===== src/rtl/assoc_cache_if.sv =====
// Lookup/write port and flush write-back channel of assoc_cache.
// Flush channel holds each line until flush_ack; lookup/write have no backpressure.
interface assoc_cache_if #(
    parameter int ADDR_W = 14,
    parameter int LINE_W = 64,
    parameter int SETS   = 8
);
    localparam int TAG_W = ADDR_W - $clog2(SETS);

    logic [ADDR_W-1:0] addr;
    logic              re;
    logic              we;
    logic [LINE_W-1:0] wr_data;
    logic              wdirty;
    logic              hit;
    logic              dirty;
    logic [LINE_W-1:0] rd_data;
    logic [TAG_W-1:0]  tag_out;
    logic              flush_req;
    logic              flush_busy;
    logic              flush_valid;
    logic [ADDR_W-1:0] flush_addr;
    logic [LINE_W-1:0] flush_data;
    logic              flush_ack;
    logic              flush_done;

    modport master (
        output addr, re, we, wr_data, wdirty, flush_req, flush_ack,
        input  hit, dirty, rd_data, tag_out, flush_busy, flush_valid,
               flush_addr, flush_data, flush_done
    );

    modport slave (
        input  addr, re, we, wr_data, wdirty, flush_req, flush_ack,
        output hit, dirty, rd_data, tag_out, flush_busy, flush_valid,
               flush_addr, flush_data, flush_done
    );
endinterface


===== src/rtl/assoc_cache.sv =====
// N-way set-associative line store, true-LRU, 1-cycle registered lookup, dirty-line flush walker.
// Flush presentations stall on flush_ack; re/we/flush_req are dropped while flush_busy.
module assoc_cache #(
    parameter int ADDR_W = 14,
    parameter int LINE_W = 64,
    parameter int SETS   = 8,
    parameter int WAYS   = 2
) (
    input logic          clk,
    input logic          rst_n,
    assoc_cache_if.slave bus
);
    localparam int IDX_W = $clog2(SETS);
    localparam int TAG_W = ADDR_W - IDX_W;
    localparam int WAY_W = (WAYS > 1) ? $clog2(WAYS) : 1;

    typedef enum logic [1:0] {IDLE, SCAN, PRESENT, DONE} state_t;

    state_t state_q, state_d;

    logic              vld_q  [SETS][WAYS];
    logic              drt_q  [SETS][WAYS];
    logic [WAY_W-1:0]  age_q  [SETS][WAYS];
    logic [TAG_W-1:0]  tag_q  [SETS][WAYS];
    logic [LINE_W-1:0] data_q [SETS][WAYS];

    logic [IDX_W-1:0] idx;
    logic [TAG_W-1:0] tg;
    logic             hit_any, inv_any;
    logic [WAY_W-1:0] hit_way, inv_way, old_way, victim, sel;
    logic             rd_en, wr_en, lru_upd;

    logic [IDX_W-1:0] ps;
    logic [WAY_W-1:0] pw;
    logic             last, cur_dirty, ptr_clr, ptr_adv, clr_dirty, done_set;

    logic              hit_r, dirty_r, done_r;
    logic [LINE_W-1:0] rd_data_r;
    logic [TAG_W-1:0]  tag_out_r;

    assign idx = bus.addr[IDX_W-1:0];
    assign tg  = bus.addr[ADDR_W-1:IDX_W];

    // Descending scan so the lowest-index matching/invalid way wins.
    always_comb begin
        hit_any = 1'b0;
        hit_way = '0;
        inv_any = 1'b0;
        inv_way = '0;
        old_way = '0;
        for (int w = WAYS - 1; w >= 0; w--) begin
            if (vld_q[idx][w] && tag_q[idx][w] == tg) begin
                hit_any = 1'b1;
                hit_way = WAY_W'(w);
            end
            if (!vld_q[idx][w]) begin
                inv_any = 1'b1;
                inv_way = WAY_W'(w);
            end
            if (age_q[idx][w] == WAY_W'(WAYS - 1)) old_way = WAY_W'(w);
        end
        victim = inv_any ? inv_way : old_way;
        sel    = hit_any ? hit_way : victim;
    end

    assign rd_en   = bus.re && (state_q == IDLE);
    assign wr_en   = bus.we && (state_q == IDLE);
    assign lru_upd = (rd_en && hit_any) || wr_en;

    always_ff @(posedge clk or negedge rst_n) begin
        if (!rst_n) begin
            hit_r     <= 1'b0;
            dirty_r   <= 1'b0;
            rd_data_r <= '0;
            tag_out_r <= '0;
        end else if (rd_en) begin
            hit_r     <= hit_any;
            dirty_r   <= vld_q[idx][sel] && drt_q[idx][sel];
            rd_data_r <= data_q[idx][sel];
            tag_out_r <= tag_q[idx][sel];
        end
    end

    always_ff @(posedge clk or negedge rst_n) begin
        if (!rst_n) begin
            for (int s = 0; s < SETS; s++) begin
                for (int w = 0; w < WAYS; w++) begin
                    vld_q[s][w] <= 1'b0;
                    drt_q[s][w] <= 1'b0;
                    age_q[s][w] <= WAY_W'(w);
                end
            end
        end else begin
            if (wr_en) begin
                vld_q[idx][sel] <= 1'b1;
                drt_q[idx][sel] <= bus.wdirty;
            end
            if (clr_dirty) drt_q[ps][pw] <= 1'b0;
            if (lru_upd) begin
                for (int v = 0; v < WAYS; v++) begin
                    if (age_q[idx][v] < age_q[idx][sel]) age_q[idx][v] <= age_q[idx][v] + 1'b1;
                end
                age_q[idx][sel] <= '0;
            end
        end
    end

    always_ff @(posedge clk) begin
        if (wr_en) begin
            tag_q[idx][sel]  <= tg;
            data_q[idx][sel] <= bus.wr_data;
        end
    end

    assign last      = (ps == IDX_W'(SETS - 1)) && (pw == WAY_W'(WAYS - 1));
    assign cur_dirty = vld_q[ps][pw] && drt_q[ps][pw];

    always_ff @(posedge clk or negedge rst_n) begin
        if (!rst_n) begin
            state_q <= IDLE;
            ps      <= '0;
            pw      <= '0;
            done_r  <= 1'b0;
        end else begin
            state_q <= state_d;
            done_r  <= done_set;
            if (ptr_clr) begin
                ps <= '0;
                pw <= '0;
            end else if (ptr_adv) begin
                if (pw == WAY_W'(WAYS - 1)) begin
                    pw <= '0;
                    ps <= ps + 1'b1;
                end else begin
                    pw <= pw + 1'b1;
                end
            end
        end
    end

    always_comb begin
        state_d   = state_q;
        ptr_clr   = 1'b0;
        ptr_adv   = 1'b0;
        clr_dirty = 1'b0;
        done_set  = 1'b0;
        case (state_q)
            IDLE: begin
                if (bus.flush_req) begin
                    state_d = SCAN;
                    ptr_clr = 1'b1;
                end
            end
            SCAN: begin
                if (cur_dirty) begin
                    state_d = PRESENT;
                end else begin
                    ptr_adv = 1'b1;
                    if (last) state_d = DONE;
                end
            end
            PRESENT: begin
                if (bus.flush_ack) begin
                    clr_dirty = 1'b1;
                    ptr_adv   = 1'b1;
                    state_d   = last ? DONE : SCAN;
                end
            end
            DONE: begin
                done_set = 1'b1;
                state_d  = IDLE;
            end
            default: state_d = IDLE;
        endcase
    end

    assign bus.hit         = hit_r;
    assign bus.dirty       = dirty_r;
    assign bus.rd_data     = rd_data_r;
    assign bus.tag_out     = tag_out_r;
    assign bus.flush_busy  = (state_q != IDLE);
    assign bus.flush_valid = (state_q == PRESENT);
    assign bus.flush_addr  = (state_q == PRESENT) ? {tag_q[ps][pw], ps} : '0;
    assign bus.flush_data  = (state_q == PRESENT) ? data_q[ps][pw] : '0;
    assign bus.flush_done  = done_r;
endmodule


===== src/flat_wrapper.sv =====
// flat-port wrapper written by rule: the top's interface ports become plain ports
module assoc_cache_flat 
#(
    parameter int ADDR_W = 14,
    parameter int LINE_W = 64,
    parameter int SETS   = 8,
    parameter int WAYS   = 2
)
  (clk, rst_n, bus_addr, bus_re, bus_we, bus_wr_data, bus_wdirty, bus_flush_req, bus_flush_ack, bus_hit, bus_dirty, bus_rd_data, bus_tag_out, bus_flush_busy, bus_flush_valid, bus_flush_addr, bus_flush_data, bus_flush_done);
  assoc_cache_if #(.ADDR_W(ADDR_W), .LINE_W(LINE_W), .SETS(SETS)) bus_i ();
  input logic clk;
  input logic rst_n;
  input wire logic [$bits(bus_i.addr)-1:0] bus_addr;
  input wire logic [$bits(bus_i.re)-1:0] bus_re;
  input wire logic [$bits(bus_i.we)-1:0] bus_we;
  input wire logic [$bits(bus_i.wr_data)-1:0] bus_wr_data;
  input wire logic [$bits(bus_i.wdirty)-1:0] bus_wdirty;
  input wire logic [$bits(bus_i.flush_req)-1:0] bus_flush_req;
  input wire logic [$bits(bus_i.flush_ack)-1:0] bus_flush_ack;
  output wire logic [$bits(bus_i.hit)-1:0] bus_hit;
  output wire logic [$bits(bus_i.dirty)-1:0] bus_dirty;
  output wire logic [$bits(bus_i.rd_data)-1:0] bus_rd_data;
  output wire logic [$bits(bus_i.tag_out)-1:0] bus_tag_out;
  output wire logic [$bits(bus_i.flush_busy)-1:0] bus_flush_busy;
  output wire logic [$bits(bus_i.flush_valid)-1:0] bus_flush_valid;
  output wire logic [$bits(bus_i.flush_addr)-1:0] bus_flush_addr;
  output wire logic [$bits(bus_i.flush_data)-1:0] bus_flush_data;
  output wire logic [$bits(bus_i.flush_done)-1:0] bus_flush_done;
  assign bus_i.addr = bus_addr;
  assign bus_i.re = bus_re;
  assign bus_i.we = bus_we;
  assign bus_i.wr_data = bus_wr_data;
  assign bus_i.wdirty = bus_wdirty;
  assign bus_i.flush_req = bus_flush_req;
  assign bus_i.flush_ack = bus_flush_ack;
  assign bus_hit = bus_i.hit;
  assign bus_dirty = bus_i.dirty;
  assign bus_rd_data = bus_i.rd_data;
  assign bus_tag_out = bus_i.tag_out;
  assign bus_flush_busy = bus_i.flush_busy;
  assign bus_flush_valid = bus_i.flush_valid;
  assign bus_flush_addr = bus_i.flush_addr;
  assign bus_flush_data = bus_i.flush_data;
  assign bus_flush_done = bus_i.flush_done;
  assoc_cache #(.ADDR_W(ADDR_W), .LINE_W(LINE_W), .SETS(SETS), .WAYS(WAYS)) u_core (.clk(clk), .rst_n(rst_n), .bus(bus_i));
endmodule

===== config.mk =====
export PLATFORM = sky130hd
export DESIGN_NAME = assoc_cache_flat
export DESIGN_NICKNAME = d
export VERILOG_FILES = /design/src/rtl/assoc_cache_if.sv /design/src/rtl/assoc_cache.sv /design/src/flat_wrapper.sv
export SDC_FILE = /design/constraint.sdc
export NUM_CORES = 2
export LEC_CHECK = 0
export ABC_AREA = 1
export BUFFER_PORTS_ARGS = -buffer_cell sky130_fd_sc_hd__buf_2
export CORE_MARGIN = 2
export CORE_UTILIZATION = 55
export CTS_CLUSTER_SIZE = 20
export DETAILED_ROUTE_END_ITERATION = 6
export HOLD_SLACK_MARGIN = 0.03
export PLACE_DENSITY = 0.72
export SYNTH_ARGS = -nofsm -noshare
export SYNTH_HDL_FRONTEND = slang
export SYNTH_SLANG_ARGS = --single-unit

===== constraint.sdc =====
create_clock -name clk -period 15 [get_ports clk]
set_clock_uncertainty 0.2 [all_clocks]
set_input_delay 2.25 -clock clk [delete_from_list [all_inputs] [get_ports clk]]
set_output_delay 2.25 -clock clk [all_outputs]
set_load 0.05 [all_outputs]

# Yosys cells after proc, flatten, opt, wreduce, memory -nomap -nowiden
# Memory sizes are Yosys's and may differ from the RTL's.
# Cells that the tools add are included.
# totals
register_bits	132
mem_bits_rw	1200
input_bits	85
elab_cells	210
n_memories	2
# classes
n_addsub	4
n_lt_le_gt_ge	10
n_eq_ne	9
muxes	101
bitwise_logic	9
reduce_logical	19
# memory_table
name	words	word_bits	read_ports	rd_ports_with_merged_regs	wr	line	rtl
u_core.data_q	8	128	2	0	1	assoc_cache.sv:25	logic [LINE_W-1:0] data_q [SETS][WAYS];
u_core.tag_q	8	22	2	0	1	assoc_cache.sv:24	logic [TAG_W-1:0] tag_q [SETS][WAYS];
# ops
op	n
two-way mux 64 bit	8
two-way mux 128 bit	1
two-way mux 16 bit	6
two-way mux 11 bit	7
demux 64 bit (select 1 bit)	1
bitwise mux 16 bit	3
two-way mux 1 bit	38
two-way mux 2 bit	18
bitwise AND 16 bit	2
inverter 16 bit	2
binary-select mux 2 bit (select 3 bit)	5
demux 2 bit (select 3 bit)	4
== test 11 bit	2
two-way mux 22 bit	1
bitwise OR 16 bit	1
two-way mux 14 bit	1
logical AND 1 bit	12
demux 11 bit (select 1 bit)	1
two-way mux 3 bit	3
>= comparator 4 bit (second input constant)	2
less-than comparator 4 x 1 -> 1 bit (second input constant)	2
inverter 3 -> 4 bit	2
one-hot mux 2 bit (4 select lines)	1
nonzero test 2 bit	3
17 further kinds	26

# Depth between registers and ports, before layout
# logic_depth
ltp_word	19
mapped_depth	23
ltp_nobuf	20

# Worst setup path after synthesis
# OpenSTA, ideal clock, no wires.
# synth_path
kind	input to register
startpoint	input port bus_addr[0]
endpoint	memory u_core.data_q[1][100] in the netlist's numbering, enable pin
setup_ps	510
t_arrival_ps	6937
t_required_ps	14290
slack_ps	7354
stages	15
cell_sequence	buf_6 > inv_2 > buf_6 > nand2_1 > a21oi_1 > o21ai_0 > nand2_2 > and3_1 > buf_2 > o21ai_2 > nand2_1 > nand2_2 > nand2_1 > buf_2 > nor2_1
# synth_via
elab_chain_cells	14
elab_cells_between_ends	29
classes_between	order compare: 2; eq/ne: 2; mux: 19; bitwise: 2; reduce/logical: 3; memory: 1
# synth_lines
element	line	rtl
start: declaration	flat_wrapper.sv:13	input wire logic [$bits(bus_i.addr)-1:0] bus_addr;
parallel branches: the longest is 14 deep, another holds memory read (8 x 22 bit)	--	
end: declaration	assoc_cache.sv:25	
# Parallel ways; which one is timed is not known. The select of a mux whose other input is x is not followed.

# Worst setup path in the final report
# layout_path
startpoint	input port bus_addr[1]
endpoint	register u_core.rd_data_r[57], in the netlist u_core.bus.rd_data[57]
# layout_via
elab_chain_cells	12
elab_cells_between_ends	27
classes_between	eq/ne: 2; mux: 19; bitwise: 2; reduce/logical: 2; memory: 2
# layout_lines
element	line	rtl
parallel branches: the longest is 9 deep, another holds memory read (8 x 22 bit)	--	
two-way mux 64 bit (implied by the code) * (3 in series)	assoc_cache.sv:79	rd_data_r <= data_q[idx][sel];
end signal: assignment	assoc_cache.sv:79	
end: declaration	assoc_cache.sv:38	logic [LINE_W-1:0] rd_data_r;
# Mark *: on every way between the ends. The select of a mux whose other input is x is not followed.
# A chain may end at the register's enable or synchronous reset.

==> flow_metrics.env <==
export IMPL_rr_worst_depth=14
export IMPL_syn_cell_area_sq_mm=0.05909
export IMPL_cts_resized_gates=0
export IMPL_grt_util_all_layers=0.3793
export IMPL_clkLatencyLatePin_ps=770
export IMPL_die_h_microns=331.8
export IMPL_critPathCapture="u_core.bus.rd_data[57]"
export IMPL_post_route_period_util=0.5572
export IMPL_regToRegSetupSlack_ps=9450
export IMPL_slew_viol_final=0
export IMPL_grt_max_degree=99
export IMPL_dr_pass1_iters=7
export IMPL_yosys_area_top_type="edfxtp_1"
export IMPL_power_leakage_nw=24.35
export IMPL_setup_viol=0
export IMPL_synth_top_cell_area_share=0.6098
export IMPL_crit_buf_inv=7
export IMPL_postRouteAntennaNets=0
export IMPL_crit_path_end_kind="flip-flop"
export IMPL_crit_cells=20
export IMPL_syn_to_final_growth_pct=11.59
export IMPL_synth_edff_count=1200
export IMPL_crit_chain="buf_2 > buf_4 > inv_2 > nor2_1 > o211ai_1 > o21ai_1 > nor2_1 > nand2_1 > nand2_1 > nand2_1 > nor2_1 > nand3_1 > nand2_1 > nand2_8 > buf_4 > buf_4 > clkinv_2 > buf_4 > o21ai_0 > o21ai_0"
export IMPL_rsz0062_at_grt="no"
export IMPL_slew_headroom=0.1632
export IMPL_die_x_microns=331.8
export IMPL_syn_avg_cell_area_sq_um=11.19
export IMPL_finalSetupTns_ps=0
export IMPL_hold_violations=0
export IMPL_tritoncts="yes"
export IMPL_viasPerCell=6.941
export IMPL_overflow=0
export IMPL_ys_seq_area_frac=0.6659
export IMPL_die_area_sq_mm=0.1101
export IMPL_final_layout_size_suffix_gt1_frac=0.1079
export IMPL_wirelength_microns=212400
export IMPL_synth_flop_cell="edfxtp_1"
export IMPL_critPathLaunch="bus_addr[1]"
export IMPL_tightest_slew_ps=1255
export IMPL_synth_seq_cells=1332
export IMPL_critPathArrivalTime_ps=8790
export IMPL_status="complete, but fails checks"
export IMPL_cts_max_level=4
export IMPL_numClockSinks=1332
export IMPL_vias=48030
export IMPL_clk_path_buf_depth=3
export IMPL_rr_endpoint="u_core.bus.rd_data[57]"
export IMPL_final_common_cell="nand2_1"
export IMPL_drc=10
export IMPL_cp_max_fo=45
export IMPL_required_ps=15430
export IMPL_slowest_delay_ps=990
export IMPL_max_cap_violations=0
export IMPL_antenna_found_initial=14
export IMPL_power_w=0.01040
export IMPL_yosys_top_cells_area="edfxtp_1 (61%), nand2_1 (7.7%), dfrtp_1 (5.3%)"
export IMPL_postSynthCellCount=5279
export IMPL_nNetsFinal=5485
export IMPL_ir_worst_vdd_mv=0.1447
export IMPL_critPathLaunchType="primary input"
export IMPL_failed_checks="DRC"
export IMPL_async_reset_ff_frac=0.09910
export IMPL_layout_min_cycle_time_ps=8358
export IMPL_num_io_pins=243
export IMPL_gp_congestion=0.9345
export IMPL_start_util=0.5536
export IMPL_r2r_start="u_core.age_q[0]"
export IMPL_ctsHoldBuffers=0
export IMPL_dpl_hpwl_microns=112200
export IMPL_clock_fmax_mhz=119.6
export IMPL_fp_row_count=120
export IMPL_powerDensity_mw_per_mm2=157.7
export IMPL_crit_family="buffers and inverters"
export IMPL_grt_pass1_vias=46570
export IMPL_path_class="in2reg"
export IMPL_clk_pin_slew_ps=60
export IMPL_cts_root_buf="clkbuf_16"
export IMPL_syn_nets=5371
export IMPL_yosysWarnings=0
export IMPL_grt_pass1_wl_microns=306800
export IMPL_core_sq_mm=0.1068
export IMPL_cp_slowest_cell="nor2_1"
export IMPL_drt_iter0_markers=9085
export IMPL_ys_types=46
export IMPL_cts_setup_buffers=0
export IMPL_layout_common_cells="nand2_1 (1,210), edfxtp_1 (1,200), inv_1 (475), o21ai_0 (298), a221oi_1 (277)"
export IMPL_worstHoldPathType="reg2reg"
export IMPL_port_buffers=242
export IMPL_post_drt_wl_per_cell_microns=30.70
export IMPL_cts_inserted_buffers=139
[where the power goes]
| group | switching [W] | internal (W) |
|---|---|---|
| clock | 0.00147 | 0.00195 |
| combinational | 0.00198 | 0.000553 |
| sequential | 0.000181 | 0.00427 |
| total | 0.00363 | 0.00677 |
[Yosys cell counts (2+ instances only)]
library cell	instances
o211ai_1	32
o21ai_1	38
or2_2	2
buf_1	43
nand3_1	172
edfxtp_1	1200
o22ai_1	188
o221ai_1	5
a21oi_1	126
o21ai_0	298
a311oi_1	4
o221a_2	2
nand2_2	4
o211a_1	2
inv_1	492
ha_1	7
a32o_1	3
clkinv_1	3
and3_1	3
nand2_1	1219
o2bb2ai_1	13
o21bai_1	2
a22oi_1	197
a211oi_1	31
a31oi_1	16
buf_6	11
a221oi_1	277
dfrtp_1	124
o2111ai_1	60
nand4_1	111
a2111oi_0	11
buf_4	7
buf_2	43
nor3_1	14
clkbuf_1	247
o41ai_1	2
nor2_1	212
a22o_1	22
a41oi_1	8
or2_1	4
inv_2	12
dfstp_2	8
[per-layer routing]
layer | global-route usage | part of all wire
met1 | 0.4923 | 0.34
met2 | 0.5764 | 0.44
met3 | 0.1010 | 0.16
met4 | 0.2258 | 0.065
met5 | 0 | 0.00024
[tightest hold or removal path: cells and delay by family, from the launching register on]
| kind | cells | cell delay [ps] |
|---|---|---|
| flops | 1 | 330 |
| buf+inv | 1 | 60 |
| simple gates | 1 | 60 |
[registers in the layout, indices dropped and copies added, names as in the netlist]
signal,cells
u_core.bus.rd_data,64
u_core.state_q,2
u_core.bus.hit,1
u_core.bus.flush_done,1
u_core.vld_q,16
u_core.age_q,16
u_core.bus.tag_out,11
u_core.ps,3
u_core.bus.dirty,1
u_core.pw,1
u_core.data_q,1024
u_core.tag_q,176
u_core.drt_q,16
[logic make-up (layout without fill, tap and decap cells)]
family,Yosys count,after routing,share of synthesized area
adders and majority gates,7,7,0.001482
other,0,9,0
buffers and inverters,858,1086,0.05725
and+or+nand+nor,1743,1743,0.1203
AOI/OAI and AO/OA,1339,1339,0.1551
DFF,1332,1332,0.6659
[through the flow]
step                        util  setup WS, ps  area [sq um]  hold WS [ps]  std cells
after global routing      0.6176          6536         65930         289.1       6914
after global placement    0.5757          6235         61460         248.3       6655
final                     0.6177          6642         65940         270.6       6919
after detailed placement  0.5757          6219         61460         256.0       6655
after floorplan                -          7354         59090         230.7       5279
after CTS                 0.6175          6991         65920         268.7       6910
[worst min path at each step]
stage / start / end / slack (ps) / cells past startpoint
2_1_floorplan: u_core.vld_q[14] / u_core.vld_q[14] / 230 / 2
3_5_place_dp: u_core.vld_q[14] / u_core.vld_q[14] / 260 / 2
5_1_grt: u_core.vld_q[14] / u_core.vld_q[14] / 290 / 2
6_report: u_core.vld_q[14] / u_core.vld_q[14] / 270 / 2
3_3_place_gp: u_core.vld_q[15] / u_core.vld_q[15] / 250 / 2
4_1_cts: u_core.vld_q[14] / u_core.vld_q[14] / 270 / 2
[cell type report]
| type | instances | area (sq um) |
|---|---|---|
| fillers | 8096 | 40810 |
| flip-flops and latches | 1332 | 39350 |
| multi-input cells | 3089 | 16540 |
| clock buffers | 187 | 3801 |
| inverters | 507 | 1978 |
| repair buffers | 324 | 1836 |
| well taps | 1403 | 1755 |
| clock inverters | 68 | 656.9 |
| diodes | 9 | 22.52 |
Power figures use the tool's default switching activity.
